File: config.mk
export PLATFORM = sky130hd
export DESIGN_NAME = piso_stream
export DESIGN_NICKNAME = d
export VERILOG_FILES = /design/src/rtl/piso_pkg.sv /design/src/rtl/piso_stream_fifo.sv /design/src/rtl/piso_stream.sv
export SDC_FILE = /design/constraint.sdc
export NUM_CORES = 1
export LEC_CHECK = 0
export BUFFER_PORTS_ARGS = -buffer_cell sky130_fd_sc_hd__buf_2
export CAP_MARGIN = 40
export CORE_MARGIN = 2
export CORE_UTILIZATION = 30
export CTS_CLUSTER_SIZE = 16
export DETAILED_ROUTE_END_ITERATION = 10
export GPL_ROUTABILITY_DRIVEN = 0
export PLACE_DENSITY = 0.47
export SYNTH_ARGS = -nofsm -noshare
export SYNTH_HDL_FRONTEND = slang
export SYNTH_SLANG_ARGS = --single-unit
File: constraint.sdc
create_clock -name clk_i -period 5.86 [get_ports clk_i]
set_clock_uncertainty 0.2 [all_clocks]
set_input_delay 0.293 -clock clk_i [delete_from_list [all_inputs] [get_ports clk_i]]
set_output_delay 0.293 -clock clk_i [all_outputs]
set_load 0.05 [all_outputs]
File: src/rtl/piso_pkg.sv
// Shared types and helpers for the piso_stream serializer slice.
// State encoding, a safe clog2 for counter sizing and the symbol parity helper.
package piso_pkg;

   typedef enum logic [1:0] {
      ST_IDLE   = 2'd0,
      ST_SHIFT  = 2'd1,
      ST_PARITY = 2'd2
   } piso_state_e;

   // Widest symbol the parity helper accepts; narrower symbols are zero-extended.
   localparam int MAX_SYM_W = 32;

   function automatic int clog2_safe(input int value);
      int result;
      result = 0;
      while ((1 << result) < value) begin
         result++;
      end
      if (result < 1) begin
         result = 1;
      end
      return result;
   endfunction

   function automatic logic sym_parity(input logic [MAX_SYM_W-1:0] sym);
      return ^sym;
   endfunction

endpackage

File: src/rtl/piso_stream_fifo.sv
// Synchronous FIFO with wrap-bit pointers; head word is read combinationally.
// A write while full is dropped, even when a pop happens in the same cycle.
module sync_fifo #(
   parameter int W     = 8,
   parameter int DEPTH = 4
) (
   input  logic                     clk_i,
   input  logic                     rst_i,
   input  logic                     wr_en_i,
   input  logic [W-1:0]             wr_data_i,
   input  logic                     rd_en_i,
   output logic [W-1:0]             rd_data_o,
   output logic                     full_o,
   output logic                     empty_o,
   output logic [$clog2(DEPTH):0]   level_o
);

   localparam int AW    = $clog2(DEPTH);
   localparam int PTR_W = AW + 1;

   logic [W-1:0]     mem_q [DEPTH];
   logic [PTR_W-1:0] wr_ptr_q, wr_ptr_d;
   logic [PTR_W-1:0] rd_ptr_q, rd_ptr_d;
   logic             do_wr;
   logic             do_rd;

   // Full when the wrap bits differ but the address bits match.
   assign full_o  = (wr_ptr_q[AW] != rd_ptr_q[AW]) &&
                    (wr_ptr_q[AW-1:0] == rd_ptr_q[AW-1:0]);
   assign empty_o = (wr_ptr_q == rd_ptr_q);
   assign level_o = wr_ptr_q - rd_ptr_q;

   assign do_wr = wr_en_i && !full_o;
   assign do_rd = rd_en_i && !empty_o;

   assign rd_data_o = mem_q[rd_ptr_q[AW-1:0]];

   always_comb begin
      wr_ptr_d = wr_ptr_q;
      rd_ptr_d = rd_ptr_q;
      if (do_wr) begin
         wr_ptr_d = wr_ptr_q + 1'b1;
      end
      if (do_rd) begin
         rd_ptr_d = rd_ptr_q + 1'b1;
      end
   end

   always_ff @(posedge clk_i or posedge rst_i) begin
      if (rst_i) begin
         wr_ptr_q <= '0;
         rd_ptr_q <= '0;
      end else begin
         wr_ptr_q <= wr_ptr_d;
         rd_ptr_q <= rd_ptr_d;
      end
   end

   always_ff @(posedge clk_i) begin
      if (do_wr) begin
         mem_q[wr_ptr_q[AW-1:0]] <= wr_data_i;
      end
   end

endmodule

File: src/rtl/piso_stream.sv
// Parallel-in/serial-out stage for RS symbols: FIFO in front, gap-free shifter behind.
// Define PISO_PARITY_EN to append an even-parity bit after every symbol.
module piso_stream
   import piso_pkg::*;
#(
   parameter int SYM_W      = 7,
   parameter int DEPTH      = 4,
   parameter int MSB_FIRST  = 1,
   parameter bit IDLE_LEVEL = 1'b0
) (
   input  logic                     clk_i,
   input  logic                     rst_i,
   input  logic [SYM_W-1:0]         s_data_i,
   input  logic                     s_valid_i,
   output logic                     s_ready_o,
   output logic                     ser_out_o,
   output logic                     ser_en_o,
   output logic                     sym_done_o,
   output logic [$clog2(DEPTH):0]   level_o
);

   localparam int CNT_W = clog2_safe(SYM_W);
   localparam logic [CNT_W-1:0] LAST_BIT = CNT_W'(SYM_W - 1);

   piso_state_e      state_q, state_d;
   logic [SYM_W-1:0] shift_q, shift_d;
   logic [CNT_W-1:0] cnt_q, cnt_d;
   logic             cur_bit;
   logic             load;
   logic             fifo_pop;
   logic             fifo_full;
   logic             fifo_empty;
   logic [SYM_W-1:0] fifo_head;
`ifdef PISO_PARITY_EN
   logic             parity_q, parity_d;
`endif

   sync_fifo #(
      .W     (SYM_W),
      .DEPTH (DEPTH)
   ) u_fifo (
      .clk_i     (clk_i),
      .rst_i     (rst_i),
      .wr_en_i   (s_valid_i),
      .wr_data_i (s_data_i),
      .rd_en_i   (fifo_pop),
      .rd_data_o (fifo_head),
      .full_o    (fifo_full),
      .empty_o   (fifo_empty),
      .level_o   (level_o)
   );

   assign s_ready_o = !fifo_full;
   assign cur_bit   = (MSB_FIRST != 0) ? shift_q[SYM_W-1] : shift_q[0];

   // The last serial cycle of a symbol also loads the next one, so back-to-back symbols have no gap.
   always_comb begin
      state_d    = state_q;
      shift_d    = shift_q;
      cnt_d      = cnt_q;
      load       = 1'b0;
      fifo_pop   = 1'b0;
      ser_en_o   = 1'b0;
      ser_out_o  = IDLE_LEVEL;
      sym_done_o = 1'b0;
`ifdef PISO_PARITY_EN
      parity_d   = parity_q;
`endif

      case (state_q)
         ST_IDLE: begin
            if (!fifo_empty) begin
               load = 1'b1;
            end
         end
         ST_SHIFT: begin
            ser_en_o  = 1'b1;
            ser_out_o = cur_bit;
            cnt_d     = cnt_q + 1'b1;
            if (MSB_FIRST != 0) begin
               shift_d = {shift_q[SYM_W-2:0], 1'b0};
            end else begin
               shift_d = {1'b0, shift_q[SYM_W-1:1]};
            end
            if (cnt_q == LAST_BIT) begin
`ifdef PISO_PARITY_EN
               state_d = ST_PARITY;
`else
               sym_done_o = 1'b1;
               if (!fifo_empty) begin
                  load = 1'b1;
               end else begin
                  state_d = ST_IDLE;
               end
`endif
            end
         end
`ifdef PISO_PARITY_EN
         ST_PARITY: begin
            ser_en_o   = 1'b1;
            ser_out_o  = parity_q;
            sym_done_o = 1'b1;
            if (!fifo_empty) begin
               load = 1'b1;
            end else begin
               state_d = ST_IDLE;
            end
         end
`endif
         default: begin
            state_d = ST_IDLE;
         end
      endcase

      if (load) begin
         fifo_pop = 1'b1;
         shift_d  = fifo_head;
         cnt_d    = '0;
         state_d  = ST_SHIFT;
`ifdef PISO_PARITY_EN
         parity_d = sym_parity(MAX_SYM_W'(fifo_head));
`endif
      end
   end

   always_ff @(posedge clk_i or posedge rst_i) begin
      if (rst_i) begin
         state_q <= ST_IDLE;
         shift_q <= '0;
         cnt_q   <= '0;
      end else begin
         state_q <= state_d;
         shift_q <= shift_d;
         cnt_q   <= cnt_d;
      end
   end

`ifdef PISO_PARITY_EN
   always_ff @(posedge clk_i or posedge rst_i) begin
      if (rst_i) begin
         parity_q <= 1'b0;
      end else begin
         parity_q <= parity_d;
      end
   end
`endif

endmodule

Word-level counts from Yosys, hierarchy flattened
Memory sizes are Yosys's and may differ from the RTL's. Index checks and enable logic that the tools add are counted.

Bits in writable memories: 28. Logic and storage cells: 44. Memories kept: 1. Flip-flop bits (word level): 18. Input port bits: 10. Output and inout bits: 7.

Memory list: u_fifo.mem_q (depth 4, bits a word 7, read ports 1, clocked after Yosys merged registers in 0, wr ports 1, line piso_stream_fifo.sv:21) `logic [W-1:0] mem_q [DEPTH];`.

Equal/unequal tests: 8. Reduce and logical (&&, ||, !) cells: 8. $add $sub $neg: 4. Muxes and demuxes: 18.

Operator list (number): two-way mux 7 bit (2); adder 3 x 1 -> 3 bit (second input constant) (3); two-way mux 1 bit (9); two-way mux 2 bit (3); two-way mux 3 bit (2); != test 3 bit (second input constant) (2); case mux 2 bit (2 select lines) (1); == test 3 bit (1); == test 3 bit (second input constant) (1); logical AND 1 bit (3); AND reduction 3 bit (1); subtractor 3 bit (1); == test 2 x 1 -> 1 bit (second input constant) (1); == test 2 bit (1); zero test 1 bit (2); zero test 2 bit (1); != test 2 bit (second input constant) (1); case mux 1 bit (2 select lines) (1); nonzero test 2 bit (1); != test 1 bit (1).

Longest topological paths before layout
Gate-level depths: netlist of run 1.

Depth in word-level cells: 6. Depth in mapped cells: 7. Gate-level depth less buffers: 5.

Cells and area by module
Synthesis of run 1 repeated with hierarchy kept, for this count alone.

Cell total of the unflattened synthesis: 136. Area, all modules: 2055.7 sq um.

By module, submodules not included: sync_fifo (seq. area each 991.0 sq um, instances 1, area each 1472.7 sq um, cells each 83); piso_stream (seq. area each 275.3 sq um, instances 1, area each 583.1 sq um, cells each 53).

Least setup slack after synthesis of run 1
No wires, ideal clock.

Path kind: flip-flop to flip-flop. Start point: reg u_fifo.rd_ptr_q[1]. End point: mem u_fifo.mem_q[3][0] in the netlist's numbering, enable pin. Clock period less this slack: 2.546 ns. Stages on the path, launching flop included: 7. Buffers on the path: 2. Data required time: 5.284 ns. Library setup time: 0.376 ns. Arrival: 1.970 ns. Path slack: 3.314 ns. Cells stage by stage: dfrtp_1 -> clkbuf_1 -> inv_1 -> ha_1 -> and2_1 -> buf_2 -> a21oi_1.

Word-level cells in the longest chain between the ends: 6.

RTL lines: from (decl) (line piso_stream_fifo.sv:23) `logic [PTR_W-1:0] rd_ptr_q, rd_ptr_d;`; from (signal assigned) (line piso_stream_fifo.sv:55) `rd_ptr_q <= rd_ptr_d;`; == test 2 bit (line piso_stream_fifo.sv:29) `(wr_ptr_q[AW-1:0] == rd_ptr_q[AW-1:0]);`; logical AND 1 bit (line piso_stream_fifo.sv:28) `assign full_o = (wr_ptr_q[AW] != rd_ptr_q[AW]) &&`; zero test 1 bit (line piso_stream_fifo.sv:33) `assign do_wr = wr_en_i && !full_o;`; logical AND 1 bit (line piso_stream_fifo.sv:33); two-way mux 1 bit (line piso_stream_fifo.sv:60) `if (do_wr) begin`; two-way mux 1 bit (not written as such) (line piso_stream_fifo.sv:61) `mem_q[wr_ptr_q[AW-1:0]] <= wr_data_i;`; to (decl) (line piso_stream_fifo.sv:21).

Every way passes these cells.

Worst setup path after layout of run 1
Start point: reg u_fifo.rd_ptr_q[1]. End point: mem u_fifo.mem_q[3][5] in the netlist's numbering, enable pin.

The elaborated chain is that of the path after synthesis.

==> results of run 1 <==
==> flip-flops by register name, indices dropped and copies added, names as in the netlist <==
register	flops
u_fifo.rd_ptr_q	3
shift_q	7
u_fifo.mem_q	28
cnt_q	3
state_q	1
u_fifo.wr_ptr_q	3
==> layout make-up <==
class | count | share of cell area, %
clock buffer | 5 | 2.96
multi-input combinational | 64 | 30.9
clock inverter | 3 | 2.15
tap | 80 | 4.30
inverter | 9 | 1.45
timing repair buffer | 17 | 3.87
sequential | 45 | 54.4
==> synthesized netlist by cell type, drive strengths merged, types with 2 or more instances <==
library cell,count,share of area (%)
a211o,6,2.6
a21boi,2,1.5
a21oi,2,0.67
and2,5,1.6
buf,3,1.3
dfrtp,17,21
edfxtp,28,41
ha,9,5.5
inv,9,1.6
mux2,2,1.5
mux2i,2,0.98
mux4,7,7.9
nand2,4,0.73
o221a,6,3.3
xnor2,3,1.6
xor2,4,1.7
==> layer usage <==
layer | vias to the layer above | wire, um | share of wire (%)
met4 | 0 | 30 | 0.85
met5 | - | 0 | 0
li1 | 501 | - | -
met3 | 4 | 99 | 2.8
met2 | 16 | 1630 | 46
met1 | 549 | 1770 | 50
==> through the flow <==
step	setup WS (ps)	instances	hold WS [ps]	area (um2)
detailed placement	3100	214	223	2200
global placement	3180	214	221	2200
global route	2880	223	9.31	2330
CTS	3080	223	7.45	2330
finish	3120	223	14.8	2330
floorplan	3310	122	19.1	2050
==> logic make-up (layout without fill, tap and decap cells) <==
family | count (synthesis) | in the layout | synth area share [%]
xor+xnor | 7 | 7 | 3.36
flops | 45 | 45 | 61.8
compound gates | 21 | 21 | 10.7
buf+inv | 13 | 34 | 3.17
mux | 11 | 11 | 10.3
simple gates | 15 | 15 | 4.15
fa+ha+maj | 10 | 10 | 6.47
==> timing repair <==
item | in CTS | in global routing
endpoints found under the setup margin | 0 | 0
hold buffers | 1 | 0
hold endpoints to repair | 17 | 0
==> worst paths after layout <==
check / from / endpoint / slack (ps) / cells after the start
worst min register to register: shift_q[0]$_DFFE_PP0P_ / shift_q[0]$_DFFE_PP0P_ / 320 / 1
max in group asynchronous: rst_i / shift_q[6]$_DFFE_PP0P_ / 4610 / 3
min in group asynchronous: rst_i / u_fifo.wr_ptr_q[1]$_DFFE_PP0N_ / 430 / 3
worst max register to register: u_fifo.rd_ptr_q[1]$_DFFE_PP0P_ / u_fifo.mem_q[3][5]$_DFFE_PP_ / 3120 / 4
worst min-delay path: s_data_i[2] / u_fifo.mem_q[0][2]$_DFFE_PP_ / 10 / 1
worst max-delay path: u_fifo.rd_ptr_q[1]$_DFFE_PP0P_ / u_fifo.mem_q[3][5]$_DFFE_PP_ / 3120 / 4
==> results.json, run 1 <==
{
  "mostFrequentLayoutCell": "edfxtp_1",
  "cp_max_fo": 14,
  "required_ps": 5590,
  "io_pins": 17,
  "htree_levels": 2,
  "drt_wl_total_um": 3520,
  "drc": 0,
  "portBuffers": 16,
  "status": "finished clean",
  "nFillCells": 629,
  "clock-sinks": 45,
  "drtIter0Drc": 43,
  "slowest_delay_ps": 780,
  "slowest_stage": "a21oi_1",
  "fin_nets": 162,
  "grt_use_met2_pct": 15.3,
  "clock-root-buffer": "clkbuf_8",
  "cts_resized": 0,
  "synth_nets": 142,
  "die_w_um": 86.7,
  "core-area_um2": 6720,
  "grt_pass1_wl_um": 5890,
  "layout_worst_path_cycle_share_pct": 46.8,
  "grtUsageMet1_pct": 14.7,
  "crit_family": "compound AO/OA/AOI/OAI gates",
  "cts_tree": "done",
  "maxCapViolCount": 0,
  "gr-usage-met3_pct": 2.86,
  "relSlewSlack_pct": 43.0,
  "final_cell_mix": "edfxtp_1 (28), dfrtp_1 (17), buf_2 (16), inv_1 (9), ha_1 (9)",
  "hold_class": "in2reg",
  "drt-pass1-iter-count": 4,
  "antenna_found_initial": 0,
  "vias": 1070,
  "ys_ff_latch": 45,
  "finalSetupViolations": 0,
  "synth_edf_count": 28,
  "clk-insertion-delay-late_ps": 290,
  "area_delta_synth_final_pct": 13.6,
  "start_util_pct": 30.5,
  "grt_start_max_net_pins": 18,
  "async_flop_share_pct": 37.8,
  "yosys_most_used_dff": "edfxtp_1",
  "track_usage_pct": 10.4,
  "synth_cell_types": 35,
  "die_h_um": 86.7,
  "rsz0062_at_grt": "false",
  "tightest_slew_ps": 854,
  "via_per_inst": 4.80,
  "wire_per_inst_um": 15.8,
  "seq_area_um2": 1270,
  "cts_buffer_depth": 2,
  "diodes": 0,
  "synth_seq_area_share_pct": 61.8,
  "final_util_pct": 34.6,
  "critPathKind": "reg2reg",
  "syn_area_um2": 2050,
  "multi_input_area_um2": 718,
  "clk_pin_slew_ps": 90,
  "place_hpwl_um": 2600,
  "period_minus_slack_ps": 2740,
  "syn_inst": 122,
  "rows": 30,
  "tns_ps": 0,
  "start_kind": "flip-flop",
  "fmax_mhz": 364,
  "drv_slew": 0,
  "synth_area_per_cell_um2": 16.8,
  "grt_pass1_vias": 1126,
  "grt-ovfl-total": 0,
  "arrival_ps": 2470,
  "cts_made_buffers": 5,
  "cp-end-kind": "flip-flop",
  "grt_busiest_layer": "met2",
  "synth_warnings": 0,
  "die-area_um2": 7510,
  "drive_above_1_share_pct": 32.2,
  "crit_chain": "inv_1 > ha_1 > and2_1 > a21oi_1",
  "finalHoldViolCount": 0,
  "antenna_left": 0,
  "post_cts_buffers": 0,
  "path_buf_inv": 1
}
Power of run 1 is left out: the tool's default activity adds up to more than one toggle a clock period on the data nets, which glitch-free logic cannot reach.
==> inputs of run 2 (changes only) <==
- ABC_AREA: default -> 1
- PLACE_DENSITY: 0.47 -> 0.48
- clock period: 5.86 -> 2.3 ns (I/O delays scaled with it)
==> run 2 against run 1 <==
Final area rose by 11%. Area after synthesis rose by 6.7%. Utilization rose by 1.4 points. Global-route usage rose by 1.7 points. Cell count rose by 64%. Flip-flop and latch count did not move.
==> results.json, run 2 <==
{
  "post_cts_buffers": 0,
  "crit_chain": "inv_1 > ha_1 > fa_1 > xnor2_1 > buf_2",
  "die_h_um": 89.4,
  "fin_nets": 286,
  "drt_wl_total_um": 4230,
  "finalHoldViolCount": 0,
  "period_minus_slack_ps": 2130,
  "hold_class": "in2reg",
  "finalPower_mw": 3.63,
  "place_hpwl_um": 3180,
  "arrival_ps": 1820,
  "tightest_slew_ps": 671,
  "grt_pass1_vias": 1431,
  "synth.most_common_cell": "nand2_1",
  "r2r_cells": 7,
  "core-area_um2": 7140,
  "wire_per_inst_um": 11.6,
  "yosys_most_used_dff": "edfxtp_1",
  "drv_slew": 0,
  "synth_warnings": 0,
  "synth_top_area_cell": "edfxtp_1",
  "via_per_inst": 4.00,
  "ys_top_cells_by_area": "edfxtp_1 (38%), dfrtp_1 (19%), nand2_1 (13%)",
  "finalSetupViolations": 0,
  "post-route-cell-area_um2": 2570,
  "multi_input_area_um2": 684,
  "power_density_nw_per_um2": 1410,
  "drive_above_1_share_pct": 14.2,
  "ir_worst_vdd_uv": 411,
  "fmax_mhz": 469,
  "start_util_pct": 30.6,
  "hold_buffers": 8,
  "critPathKind": "reg2out",
  "grt_start_max_net_pins": 18,
  "synth_seq_area_share_pct": 57.9,
  "drtIter0Drc": 39,
  "synth_nets": 258,
  "htree_levels": 2,
  "grt_pass1_wl_um": 7290,
  "largest_register_ffs": 28,
  "cts_buffer_depth": 2,
  "r2r-end": "u_fifo.mem_q[1][0]$_DFFE_PP_",
  "cp-end-kind": "primary output",
  "grt-ovfl-total": 0,
  "synth_top_area_share_pct": 38.5,
  "nFillCells": 773,
  "synth_area_per_cell_um2": 9.18,
  "holdWs_ps": 69.4,
  "drt-pass1-iter-count": 4,
  "required_ps": 1990,
  "cts_made_buffers": 5,
  "maxCapViolCount": 0,
  "clock-root-buffer": "clkbuf_8",
  "tns_ps": 0,
  "cts_resized": 0,
  "ys_ff_latch": 45,
  "status": "finished clean",
  "clk-insertion-delay-late_ps": 290,
  "die_w_um": 89.4,
  "ff2ff_setup_slack_ps": 250,
  "placed_cell_area_um2": 2380,
  "leakagePower_nw": 1.27,
  "r2r_start": "u_fifo.wr_ptr_q[0]$_DFFE_PP0N_",
  "synth_edf_count": 28,
  "die-area_um2": 7990,
  "syn_inst": 238,
  "seq_area_um2": 1270,
  "diodes": 0,
  "io_pins": 17,
  "mostFrequentLayoutCell": "nand2_1",
  "antenna_found_initial": 0,
  "cp_max_fo": 4,
  "track_usage_pct": 12.1,
  "vias": 1465,
  "startpoint": "u_fifo.wr_ptr_q[0]$_DFFE_PP0N_",
  "start_kind": "flip-flop",
  "crit_end": "level_o[2]",
  "layout_worst_path_cycle_share_pct": 92.8,
  "relSlewSlack_pct": 55.2,
  "syn_area_um2": 2190,
  "synth_cell_types": 20,
  "rsz0062_at_grt": "false",
  "clk_pin_slew_ps": 80,
  "antenna_left": 0,
  "area_delta_synth_final_pct": 17.8,
  "hold_start": "s_valid_i",
  "drc": 0,
  "final_cell_mix": "nand2_1 (75), inv_1 (52), edfxtp_1 (28), nand3_1 (21), dfrtp_1 (17)",
  "async_flop_share_pct": 37.8,
  "portBuffers": 16,
  "slowest_delay_ps": 390,
  "slowest_stage": "fa_1",
  "clock-sinks": 45,
  "rows": 31,
  "cts_tree": "done",
  "yosys-top-cells-count": "nand2_1 (75), inv_1 (52), edfxtp_1 (28)"
}
## run 2: changes by cell type in the layout (fill, tap and decap cells not counted), sizes merged, moves of 7 or more
cell         previous run  this run
inv                    10        54
nand3                   1        23
nand2                   4        78
dlygate4sd3             1         8
mux4                    7         0
## run 2: cells by family (layout without fill, tap and decap cells)
kind of cell / after synthesis / count (layout) / share of synthesized area, %
adders and majority gates: 10 / 10 / 6.07
buffers and inverters: 61 / 90 / 11.7
and+or+nand+nor: 108 / 108 / 20.4
xor gates and xnor gates: 3 / 3 / 1.20
DFF: 45 / 45 / 57.9
AOI/OAI and AO/OA: 11 / 11 / 2.69
## run 2: final cells by class
cell class / instances / area share, %
Clock buffer: 6 / 2.82
Clock inverter: 2 / 1.51
Tap cell: 99 / 4.81
Inverter: 55 / 8.02
Multi-Input combinational cell: 132 / 26.6
Timing Repair Buffer: 27 / 7.09
Sequential cell: 45 / 49.2
## run 2: critical path: cells and delay by family (launching register included)
kind       cells  cell delay, ps
flops          1             380
xor+xnor       1             170
fa+ha+maj      2             600
buf+inv        2             380
## run 2: metrics by stage
step / cells / util, % / worst slack (ps)
global route: 366 / 36.1 / 44.9
detailed placement: 350 / 33.4 / 230
floorplan: 238 / - / -61.3
global placement: 350 / 33.4 / 297
finish: 366 / 36.1 / 166
CTS: 366 / 36.1 / 170
## run 2: worst min-delay path by stage
stage                                           endpoint  cells after the start
after floorplan                     cnt_q[0]$_DFFE_PP0P_                      1
after global placement    u_fifo.wr_ptr_q[1]$_DFFE_PP0N_                      2
after detailed placement  u_fifo.wr_ptr_q[2]$_DFFE_PP0N_                      2
after CTS                 u_fifo.wr_ptr_q[0]$_DFFE_PP0N_                      3
after global routing      u_fifo.wr_ptr_q[0]$_DFFE_PP0N_                      3
final                     u_fifo.wr_ptr_q[0]$_DFFE_PP0N_                      3
## run 2: power by group
group          leakage [nW]  total [mW]  internal [mW]  switching, mW
Sequential            0.460        1.26           1.14          0.120
Combinational         0.754        1.78          0.525           1.25
Clock                0.0554       0.592          0.326          0.266
## run 2: layer usage
layer  global-route usage (%)  part of all wire [%]
met2                     18.4                    45
met3                     2.49                   2.2
met5                        0                     0
met4                     3.26                  0.59
met1                     17.6                    52
Power figures use the tool's default switching activity.
